**src/rtl/external_bus_interface.sv**
```systemverilog
`default_nettype none
// ============================================================================
// Module  : external_bus_interface
// Purpose : Latches a core bus request and runs a four-phase req/ack handshake
//           with the external responder, stalling the core until completion.
//           Optional REQ-state timeout enabled by defining BUS_TIMEOUT_EN.
// Rev     : 1.0  initial release
// ============================================================================
module external_bus_interface #(
    parameter int unsigned TIMEOUT_CYCLES = 255
) (
    input  logic        clk,
    input  logic        rst,
    input  logic [15:0] core_addr,
    input  logic [7:0]  core_wdata,
    input  logic        core_rw,
    input  logic        core_start,
    output logic [7:0]  core_rdata,
    output logic        core_ready,
    output logic [15:0] mem_addr,
    output logic [7:0]  mem_wdata,
    output logic        mem_we,
    output logic        mem_req,
    input  logic        mem_ack,
    input  logic [7:0]  mem_rdata,
    output logic        bus_error
);

    typedef enum logic [1:0] {
        S_IDLE    = 2'd0,
        S_REQ     = 2'd1,
        S_RELEASE = 2'd2
    } state_t;

    state_t      r_state;
    state_t      w_next_state;
    logic        r_rw;
    logic [15:0] r_mem_addr;
    logic [7:0]  r_mem_wdata;
    logic        r_mem_we;
    logic        r_mem_req;
    logic [7:0]  r_rdata;
    logic        w_accept;
    logic        w_timeout;

    assign w_accept = (r_state == S_IDLE) && core_start;

`ifdef BUS_TIMEOUT_EN
    localparam logic [7:0] c_LIMIT = 8'(TIMEOUT_CYCLES);

    logic [7:0] r_cnt;
    logic [7:0] w_cnt_inc;
    logic       r_bus_error;

    assign w_cnt_inc = r_cnt + 8'd1;
    // Ack takes priority over the limit on the same edge.
    assign w_timeout = (r_state == S_REQ) && !mem_ack && (w_cnt_inc == c_LIMIT);

    always_ff @(posedge clk or posedge rst) begin
        if (rst) begin
            r_cnt       <= 8'd0;
            r_bus_error <= 1'b0;
        end else if (w_accept) begin
            r_cnt       <= 8'd0;
            r_bus_error <= 1'b0;
        end else if ((r_state == S_REQ) && !mem_ack) begin
            if (w_timeout) begin
                r_bus_error <= 1'b1;
            end else begin
                r_cnt <= w_cnt_inc;
            end
        end
    end

    assign bus_error = r_bus_error;
`else
    logic [7:0] w_unused_limit;
    assign w_unused_limit = 8'(TIMEOUT_CYCLES);
    assign w_timeout      = 1'b0;
    assign bus_error      = 1'b0;
`endif

    always_ff @(posedge clk or posedge rst) begin
        if (rst) begin
            r_state <= S_IDLE;
        end else begin
            r_state <= w_next_state;
        end
    end

    always_comb begin
        w_next_state = r_state;
        case (r_state)
            S_IDLE:    if (core_start)            w_next_state = S_REQ;
            S_REQ:     if (mem_ack || w_timeout)  w_next_state = S_RELEASE;
            S_RELEASE: if (!mem_ack)              w_next_state = S_IDLE;
            default:                              w_next_state = S_IDLE;
        endcase
    end

    always_ff @(posedge clk or posedge rst) begin
        if (rst) begin
            r_rw        <= 1'b1;
            r_mem_addr  <= 16'hFF00;
            r_mem_wdata <= 8'h00;
            r_mem_we    <= 1'b0;
            r_mem_req   <= 1'b0;
            r_rdata     <= 8'h00;
        end else if (w_accept) begin
            r_rw        <= core_rw;
            r_mem_addr  <= core_addr;
            r_mem_wdata <= core_wdata;
            r_mem_req   <= 1'b1;
            r_mem_we    <= ~core_rw;
        end else if (r_state == S_REQ) begin
            if (mem_ack) begin
                r_mem_req <= 1'b0;
                r_mem_we  <= 1'b0;
                if (r_rw) begin
                    r_rdata <= mem_rdata;
                end
            end else if (w_timeout) begin
                r_mem_req <= 1'b0;
                r_mem_we  <= 1'b0;
                if (r_rw) begin
                    r_rdata <= 8'hFF;
                end
            end
        end
    end

    assign core_ready = (r_state == S_IDLE);
    assign core_rdata = r_rdata;
    assign mem_addr   = r_mem_addr;
    assign mem_wdata  = r_mem_wdata;
    assign mem_we     = r_mem_we;
    assign mem_req    = r_mem_req;

endmodule
`default_nettype wire

```
**config.mk**
```make
export PLATFORM = sky130hd
export DESIGN_NAME = external_bus_interface
export DESIGN_NICKNAME = d
export VERILOG_FILES = /design/src/rtl/external_bus_interface.sv
export SDC_FILE = /design/constraint.sdc
export NUM_CORES = 1
export LEC_CHECK = 0
export BUFFER_PORTS_ARGS = -buffer_cell sky130_fd_sc_hd__clkbuf_2
export CAP_MARGIN = 10
export CORE_UTILIZATION = 40
export CTS_CLUSTER_DIAMETER = 200
export DETAILED_ROUTE_END_ITERATION = 10
export GPL_ROUTABILITY_DRIVEN = 0
export PLACE_DENSITY = 0.77
export SYNTH_ARGS = -nofsm -noshare
export SYNTH_HDL_FRONTEND = slang
export SYNTH_SLANG_ARGS = --single-unit
```
**constraint.sdc**
```tcl
create_clock -name clk -period 1.8 [get_ports clk]
set_input_delay 0.45 -clock clk [delete_from_list [all_inputs] [get_ports clk]]
set_output_delay 0.45 -clock clk [all_outputs]
set_load 0.005 [all_outputs]
```
# ---- Word level (Yosys, flattened, before mapping)
# Index checks and enable logic that the tools add are counted.
dict set report word_totals {
  input_bits 37
  out_inout_bits 36
  elab_cells 29
  regBits 37
}
dict set report op_classes {
  eq_ne 5
  reduce_logical 7
  n_mux 8
  bitwise 2
}
# op count
set op_table {}
lappend op_table {{$mux 2} 3}
lappend op_table {{$ne 2x2->1 const B} 3}
lappend op_table {{$pmux 2 s3} 1}
lappend op_table {{$mux 1} 4}
lappend op_table {{$reduce_and 4->1} 1}
lappend op_table {{$reduce_bool 2->1} 2}
lappend op_table {{$reduce_and 3->1} 1}
lappend op_table {{$eq 2x1->1 const B} 1}
lappend op_table {{$eq 2x2->1 const B} 1}
lappend op_table {{$logic_not 2->1} 1}
lappend op_table {{$not 1->1} 2}
lappend op_table {{$reduce_and 2->1} 1}
lappend op_table {{$logic_and 1x1->1} 1}

# ---- Longest topological paths before layout
# Gate-level depths: netlist of the first run.
dict set report logic_depth {
  word_depth 4
  ltp_mapped 4
  depth_no_buf 3
}

# ---- Worst setup path after synthesis of the first run
# Ideal clock, no wire load.
dict set report synth_path {
  path_type {reg-to-reg}
  start {reg r_state[1]}
  end {reg r_mem_addr[0], in the netlist mem_addr[0]}
  synth_period_minus_slack_ns 1.313
  setup_time_ns 0.125
  path_stages_with_launch 5
  slack_ns 0.487
  t_arrival_ns 1.188
  cell_sequence {dfrtp_1 > nand2b_4 > nor2_8 > buf_12 > mux2_4}
}
dict set report synth_via {
  elab_chain_cells 2
}
# element line
set synth_lines {}
lappend synth_lines {{start, declared} 35} ;# state_t r_state;
lappend synth_lines {{start signal, assigned} 87} ;# r_state <= w_next_state;
lappend synth_lines {{$logic_not 2->1} 46} ;# assign w_accept = (r_state == S_IDLE) && core_start;
lappend synth_lines {{$logic_and 1x1->1} 46}
lappend synth_lines {{end signal, assigned} 111} ;# r_mem_addr <= core_addr;
lappend synth_lines {{end, declared} 38} ;# logic [15:0] r_mem_addr;
# Every way passes these cells.
# A chain may end at the register's enable or synchronous reset.

# ---- Final worst setup path of the first run
dict set report layout_path {
  start {reg r_state[0]}
  end {out core_ready}
}
dict set report layout_via {
  elab_chain_cells 1
}
# element line
set layout_lines {}
lappend layout_lines {{$logic_not 2->1} 132} ;# assign core_ready = (r_state == S_IDLE);
lappend layout_lines {{end, declared} 19} ;# output logic core_ready,
# Every way passes these cells.

==> out/metrics.cfg, run 1 <==
[clock_tree]
postCtsSetupRepairBufs=0
cts_root_buf=clkbuf_8
htree_levels=2
cts.repair.resized=0
clock_latency_ns=0.29
clk_path_buf_depth=2
holdBufCountCts=0
cts_buffers=5
tritoncts=built
clk_pin_slew_worst_paths_ns=0.08
cts_sinks=37

[flow_run]
cap_viol_max_count=0

[finish]
n_antenna_cell=0
seq_area_um2=937.1
n_fill_cell=311
syn_to_final_growth_pct=32.86
layout.nets=206
layout-drive-gt1-share_pct=74.71
fin_area_um2=2090
multiInputGateArea_um2=566.8

[timing]
finalCritPeriodShare_pct=87.57
rsz0062_at_grt=no
setup_tns_ns=0
finalClockSkew_ns=0.004674
timing.fmax_mhz=634.4
min_period_ns=1.576
setup_violations=0
drv_slew=0
hold_viol_final=0

[setup_path]
worst_ep_required_time_ns=1.35
critPathLaunchType=register
ff2ff_setup_slack_ns=0.30
r2r_end=mem_wdata[1]
rr_startpoint=r_state[1]
path_class=reg2out
crit_fanout=9
crit_path_end_kind=output port
rr_worst_depth=4
worstPathArrival_ns=1.13

[global_route]
antenna_found_initial=0
grt_max_degree=38
grt_usage_pct=16.04
grt_pass1_wl_um=4795
grt_pass1_vias=1041
grt-ovfl-total=0

[floorplan]
die_x_um=64.71
dieArea_um2=4187
core_um2=3716
boundaryPins=73
num_rows=22
fp.dieH_um=64.71
start_util_pct=42.32

[power_and_ir_drop]
p_comb_share_pct=37.5
p_int_uw=2659
p_sw_share_pct=28.87
power_density_nw_per_um2=1789
ir_worst_vdd_v=0.0007065
p_seq_share_pct=43.3
clkPwrFrac_pct=19.2
p_switching_uw=1080
p_leak_uw=0.001060

[logic_synthesis]
seq_area_frac_synth_pct=59.59
yosysTopAreaCell=dfrtp_1
yosysMostFrequentCell=dfrtp_1
syn_avg_cell_area_um2=17.10
async_flop_share_pct=100.0
syn_area_um2=1573
netlist_top_cells_area=dfrtp_1 45%, mux2_4 19%, dfstp_2 15%
synthFlopType=dfrtp_1
syn-instance-count=92
synth_edf_count=0
syn_nets=129
synth_top_cell_area_share_pct=44.55
synth_warnings=0
yosysUniqueCellTypes=19
synth_seq_cells=37
synth_common_cells=28 x dfrtp_1, 20 x mux2_4, 13 x mux2_2, 9 x dfstp_2

[detailed_routing]
drc=0
drtPass1Iterations=3
vias=1031
wirelength_um=2981
ant_nets=0
wl_per_cell_um=13.67
vias_per_cell=4.729
drt_iter0_markers=47

[placed_design]
port_buffers=71
dpl_cell_area_um2=1974
hpwl_um=2245

[outcome]
status=complete, no violations

[min_path]
worstHoldPathType=in2async

[flip-flops by register name (all words and copies together), names as in the netlist]
name and count:
mem_addr 16, core_rdata 8, mem_wdata 8, r_state 2, mem_req 1, mem_we 1
r_rw 1
[per-stage QoR]
step | setup slack [ns] | std cells | hold slack [ns] | util [%] | power (µW)
6_report | 0.2238 | 218 | 0.2264 | 56.23 | 3739
5_1_grt | 0.1506 | 218 | 0.2564 | 56.23 | 3991
4_1_cts | 0.2046 | 218 | 0.2372 | 56.23 | 3797
3_5_place_dp | 0.2827 | 210 | 0.4944 | 53.13 | 3058
3_3_place_gp | 0.3166 | 210 | 0.4897 | 53.13 | 2971
2_1_floorplan | 0.4868 | 92 | 0.5036 | - | 2490
[cell usage in the layout (no fill, tap or decap)]
cell	n
clkinvlp_4	1
dfrtp_1	28
nor2_8	1
nor2_1	3
buf_4	1
dfstp_2	9
nor2b_1	2
a211oi_1	1
o21ai_0	3
conb_1	1
nand4b_2	1
buf_12	2
clkinv_4	1
mux2_2	13
clkbuf_2	71
clkbuf_8	5
xnor2_1	1
mux2_4	20
o311ai_0	1
nand2b_4	1
nand2_1	1
inv_1	2
bufinv_16	1
[final cells by class]
class	count	area share, %
Clock buffer	5	3.293
Clock inverter	3	2.216
Inverter	2	0.3593
Multi-Input combinational cell	49	27.13
Sequential cell	37	44.85
Tap cell	48	2.874
Timing Repair Buffer	74	19.28
[worst max-delay path by stage]
stage                    start          end  slack (ns)
finish              r_state[0]   core_ready        0.22
global route        r_state[0]   core_ready        0.15
floorplan           r_state[1]  mem_addr[0]        0.49
CTS                 r_state[0]   core_ready        0.20
detailed placement  core_start  mem_addr[2]        0.28
global placement    core_start  mem_addr[2]        0.32
[power by group through the flow]
stage | sequential [µW] | clock (µW) | combinational, µW
floorplan | 1590 | 0 | 903
finish | 1620 | 718 | 1400
detailed placement | 1630 | 0 | 1420
global route | 1680 | 786 | 1530
global placement | 1600 | 0 | 1370
CTS | 1620 | 742 | 1430
[layer usage]
layer	up-vias	part of all wire, %	track usage (%)
met5	-	0	0
met4	0	2.6	10.00
met2	52	48	25.39
met3	8	8.2	5.282
met1	498	41	18.62
li1	473	-	-
[cell families (layout without fill, tap and decap cells)]
group,after synthesis,after routing,share of synthesized area [%]
AOI/OAI and AO/OA,5,5,1.989
and+or+nand+nor,9,9,4.852
muxes,33,33,28.40
other,1,1,0.2384
DFF,37,37,59.59
xor gates and xnor gates,1,1,0.5570
buffers and inverters,6,84,4.376
[worst max-delay path, stage by stage, from the launching register on]
cell and delay, ns:
dfrtp_1 0.61, nor2_1 0.10, clkbuf_2 0.12
(Power assumes the default switching activity.)
==> inputs of run 2 (changes only) <==
--- a/config.mk
+++ b/config.mk
@@ -5,13 +5,14 @@
 export SDC_FILE = /design/constraint.sdc
 export NUM_CORES = 1
 export LEC_CHECK = 0
-export BUFFER_PORTS_ARGS = -buffer_cell sky130_fd_sc_hd__clkbuf_2
 export CAP_MARGIN = 10
+export CORE_MARGIN = 3
 export CORE_UTILIZATION = 40
 export CTS_CLUSTER_DIAMETER = 200
 export DETAILED_ROUTE_END_ITERATION = 10
+export DONT_BUFFER_PORTS = 1
 export GPL_ROUTABILITY_DRIVEN = 0
-export PLACE_DENSITY = 0.77
+export PLACE_DENSITY = 0.61
 export SYNTH_ARGS = -nofsm -noshare
 export SYNTH_HDL_FRONTEND = slang
 export SYNTH_SLANG_ARGS = --single-unit
==> out/metrics.cfg, run 2 (synthesized netlist as in run 1, its figures left out) <==
[clock_tree]
cts_root_buf=clkbuf_8
clock_latency_ns=0.27
cts_buffers=5
cts.repair.resized=0
clk_pin_slew_worst_paths_ns=0.07
tritoncts=built
clk_path_buf_depth=2
postCtsSetupRepairBufs=0
cts_sinks=37
htree_levels=2
holdBufCountCts=0

[global_route]
grt_max_degree=30
grt-ovfl-total=0
grt_pass1_wl_um=4071
antenna_found_initial=0
grt_usage_pct=12.02
grt_pass1_vias=808

[finish]
mostFrequentLayoutCell=dfrtp_1
syn_to_final_growth_pct=7.558
largest_reg_flops=16
n_antenna_cell=0
final_cell_mix=28 x dfrtp_1, 20 x mux2_4, 13 x mux2_2
layout.nets=134
layout-drive-gt1-share_pct=53.06

[setup_path]
cp_slowest_cell=dfrtp_1
rr_startpoint=r_state[1]
crit_family=flip-flops
critPathMaxStageDelay_ns=0.45
path_class=reg2reg
worstPathArrival_ns=1.64
ff2ff_setup_slack_ns=0.32
critPathLaunchType=register
worst_ep_required_time_ns=1.96
worst-path-buf-inv=1
r2r_end=mem_addr[7]
crit_path_end_kind=register
crit_chain=nand2b_4, nor2_8, buf_12, mux2_2
rr_worst_depth=4
crit_fanout=20

[detailed_routing]
wl_per_cell_um=19.47
ant_nets=0
vias_per_cell=5.096
drt_iter0_markers=26
wirelength_um=2842
drtPass1Iterations=2
drc=0
vias=744

[timing]
hold_viol_final=0
setup_violations=0
finalCritPeriodShare_pct=82.03
drv_slew=0
min_period_ns=1.477
finalClockSkew_ns=0.002145
rsz0062_at_grt=no
timing.fmax_mhz=677.3
setup_tns_ns=0
holdWs_ns=0.04135

[floorplan]
fp.dieH_um=68.71
dieArea_um2=4720
die_x_um=68.71
core_um2=3716
num_rows=22
start_util_pct=42.32
boundaryPins=73

[placed_design]
hpwl_um=2113
port_buffers=0

[flow_run]
cap_viol_max_count=0

[outcome]
status=complete, no violations

[min_path]
worstHoldPathType=in2async

[power_and_ir_drop]
p_leak_uw=0.0007449
ir_worst_vdd_v=0.0006428
power_density_nw_per_um2=1859

[run 2: changes by cell type in the layout (fill, tap and decap cells not counted), sizes merged]
cell      before  now
buf            3    2
bufinv         1    0
clkbuf        76    8
clkinv         1    0
clkinvlp       1    0
[run 2: worst register-to-register path, stage by stage, from the launching register on]
cell,delay [ns]
dfrtp_1,0.45
nand2b_4,0.20
nor2_8,0.15
buf_12,0.21
mux2_2,0.35
[run 2: worst max path at each step]
stage / startpoint / endpoint / slack (ns) / cells past startpoint
2_1_floorplan: r_state[1] / mem_addr[0] / 0.49 / 4
3_3_place_gp: r_state[1] / mem_addr[7] / 0.38 / 4
3_5_place_dp: r_state[1] / mem_addr[7] / 0.31 / 4
4_1_cts: r_state[0] / core_ready / 0.31 / 1
5_1_grt: r_state[0] / core_ready / 0.26 / 1
6_report: r_state[1] / mem_addr[7] / 0.32 / 4
[run 2: cell type report]
cell class                      instances  area, µm²
Multi-Input combinational cell         49      566.8
Inverter                                2      7.507
Tap cell                               48      60.06
Clock buffer                            8      80.08
Sequential cell                        37      937.1
Timing Repair Buffer                    2      40.04
Fill cell                             327       2024
[run 2: routing by layer]
metal  track usage (%)  share of wire [%]  wire length, µm  up-vias
met5                 0                  0                0        -
met4             6.326                2.1               59        0
met3             4.700                 10              298        7
met2             20.26                 53             1495       36
met1             12.94                 35              989      373
li1                  -                  -                -      328
[run 2: where the power goes]
group	switching, µW	internal [µW]
sequential	385	1330
clock	254	275
combinational	284	613
[run 2: metrics by stage]
stage	instance area [µm²]	util (%)	total power, µW	worst slack [ns]	std cells
2_1_floorplan	1573	-	2490	0.4868	92
3_3_place_gp	1612	43.37	2592	0.3752	138
3_5_place_dp	1612	43.37	2646	0.3139	138
4_1_cts	1692	45.52	3203	0.3074	146
5_1_grt	1692	45.52	3339	0.2587	146
6_report	1692	45.52	3145	0.3235	146
==> inputs of run 3 (changes only) <==
--- a/config.mk
+++ b/config.mk
@@ -12,7 +12,7 @@
 export DETAILED_ROUTE_END_ITERATION = 10
 export DONT_BUFFER_PORTS = 1
 export GPL_ROUTABILITY_DRIVEN = 0
-export PLACE_DENSITY = 0.61
+export PLACE_DENSITY = 0.63
 export SYNTH_ARGS = -nofsm -noshare
 export SYNTH_HDL_FRONTEND = slang
 export SYNTH_SLANG_ARGS = --single-unit
==> constraint.sdc (replaced) <==
create_clock -name clk -period 1.3 [get_ports clk]
set_input_delay 0.325 -clock clk [delete_from_list [all_inputs] [get_ports clk]]
set_output_delay 0.325 -clock clk [all_outputs]
set_load 0.005 [all_outputs]
==> out/metrics.cfg, run 3 (synthesized netlist as in run 1, its figures left out) <==
[floorplan]
boundaryPins=73
core_um2=3716
num_rows=22
fp.dieH_um=68.71
start_util_pct=42.32
die_x_um=68.71
dieArea_um2=4720

[global_route]
antenna_found_initial=0
grt_pass1_wl_um=4050
grt_max_degree=38
grt_pass1_vias=759
grt_usage_pct=12.38
grt-ovfl-total=0

[setup_path]
crit_path_end_kind=register
critPathLaunchType=register
worst-path-buf-inv=2
cp_slowest_cell=dfrtp_2
crit_family=flip-flops
crit_fanout=12
critPathMaxStageDelay_ns=0.43
worstPathArrival_ns=1.49
worst_ep_required_time_ns=1.47
crit_chain=buf_6, nor2_8, buf_12, mux2_4
path_class=reg2reg

[clock_tree]
tritoncts=built
cts_sinks=37
htree_levels=2
cts_root_buf=clkbuf_8
cts_buffers=5
clock_latency_ns=0.28
clk_pin_slew_worst_paths_ns=0.07
holdBufCountCts=0
clk_path_buf_depth=2

[finish]
seq_area_um2=938.4
fin_area_um2=1810
layout.nets=140
fin_cells=152
mostFrequentLayoutCell=dfrtp_1
syn_to_final_growth_pct=15.12
n_antenna_cell=0
largest_reg_flops=16
layout-drive-gt1-share_pct=60.58
final_util_pct=48.72
final_cell_mix=27 x dfrtp_1, 25 x mux2_4, 9 x dfstp_2
multiInputGateArea_um2=593.1
n_fill_cell=329

[timing]
finalWorstSetupSlack_ns=-0.02878
drv_slew=0
min_period_ns=1.329
finalCritPeriodShare_pct=102.2
timing.fmax_mhz=752.6
setup_tns_ns=-0.2270
setup_violations=11
finalClockSkew_ns=0.004927
hold_viol_final=0
rsz0062_at_grt=yes

[detailed_routing]
wirelength_um=2968
drtPass1Iterations=4
drc=0
ant_nets=0
vias_per_cell=5.145
wl_per_cell_um=19.53
vias=782
drt_iter0_markers=37

[power_and_ir_drop]
ir_worst_vdd_v=0.0009661
power_density_nw_per_um2=2641
p_leak_uw=0.0008154

[placed_design]
dpl_cell_area_um2=1634
port_buffers=0
place_inst=141
hpwl_um=2056

[outcome]
violations=setup timing
status=finished with violations

[min_path]
worstHoldPathType=in2async

[flow_run]
cap_viol_max_count=0

==> run 3: routing by layer <==
layer / track usage, % / wire [µm] / vias to the layer above
li1: - / - / 335
met1: 14.34 / 1110 / 405
met2: 19.67 / 1550 / 38
met3: 4.862 / 274 / 4
met4: 6.569 / 34 / 0
met5: 0 / 0 / -
==> run 3: where the power goes <==
group	total (µW)	switching (µW)	internal, µW
Sequential	2320	473	1850
Combinational	1590	522	1070
Clock	869	390	479
==> run 3: cell type report <==
type                            instances  area share [%]
Clock buffer                            7           5.321
Clock inverter                          1          0.2764
Inverter                                2          0.4147
Multi-Input combinational cell         49           32.76
Sequential cell                        37           51.83
Tap cell                               48           3.317
Timing Repair Buffer                    8           6.082
==> run 3: path summary, 6_finish.rpt <==
path                               start            end  slack, ns  cells after the start
min in group clk                 mem_ack     r_state[0]       0.13                      1
min reg2reg                core_rdata[1]  core_rdata[1]       0.54                      1
max                           r_state[0]    mem_addr[0]      -0.03                      4
max reg2reg                   r_state[0]    mem_addr[0]      -0.03                      4
min                                  rst    mem_addr[6]       0.02                      2
max in group asynchronous            rst   mem_addr[14]       0.92                      2
==> run 3: stage by stage <==
stage	setup slack, ns	power [µW]	hold WS [ns]
after global routing	-0.05342	5091	0.06207
after global placement	0.02596	3662	0.3360
after detailed placement	-0.009878	3745	0.3461
final	-0.02878	4782	0.01661
after floorplan	-0.01324	3447	0.4232
after CTS	-0.01766	4699	0.03011
==> run 3: timing repair <==
action | 4_1_cts | 5_1_grt
resized for setup | 3 | 7
setup buffers | 1 | 1
setup endpoints to repair | 2 | 29
cloned | 0 | 1
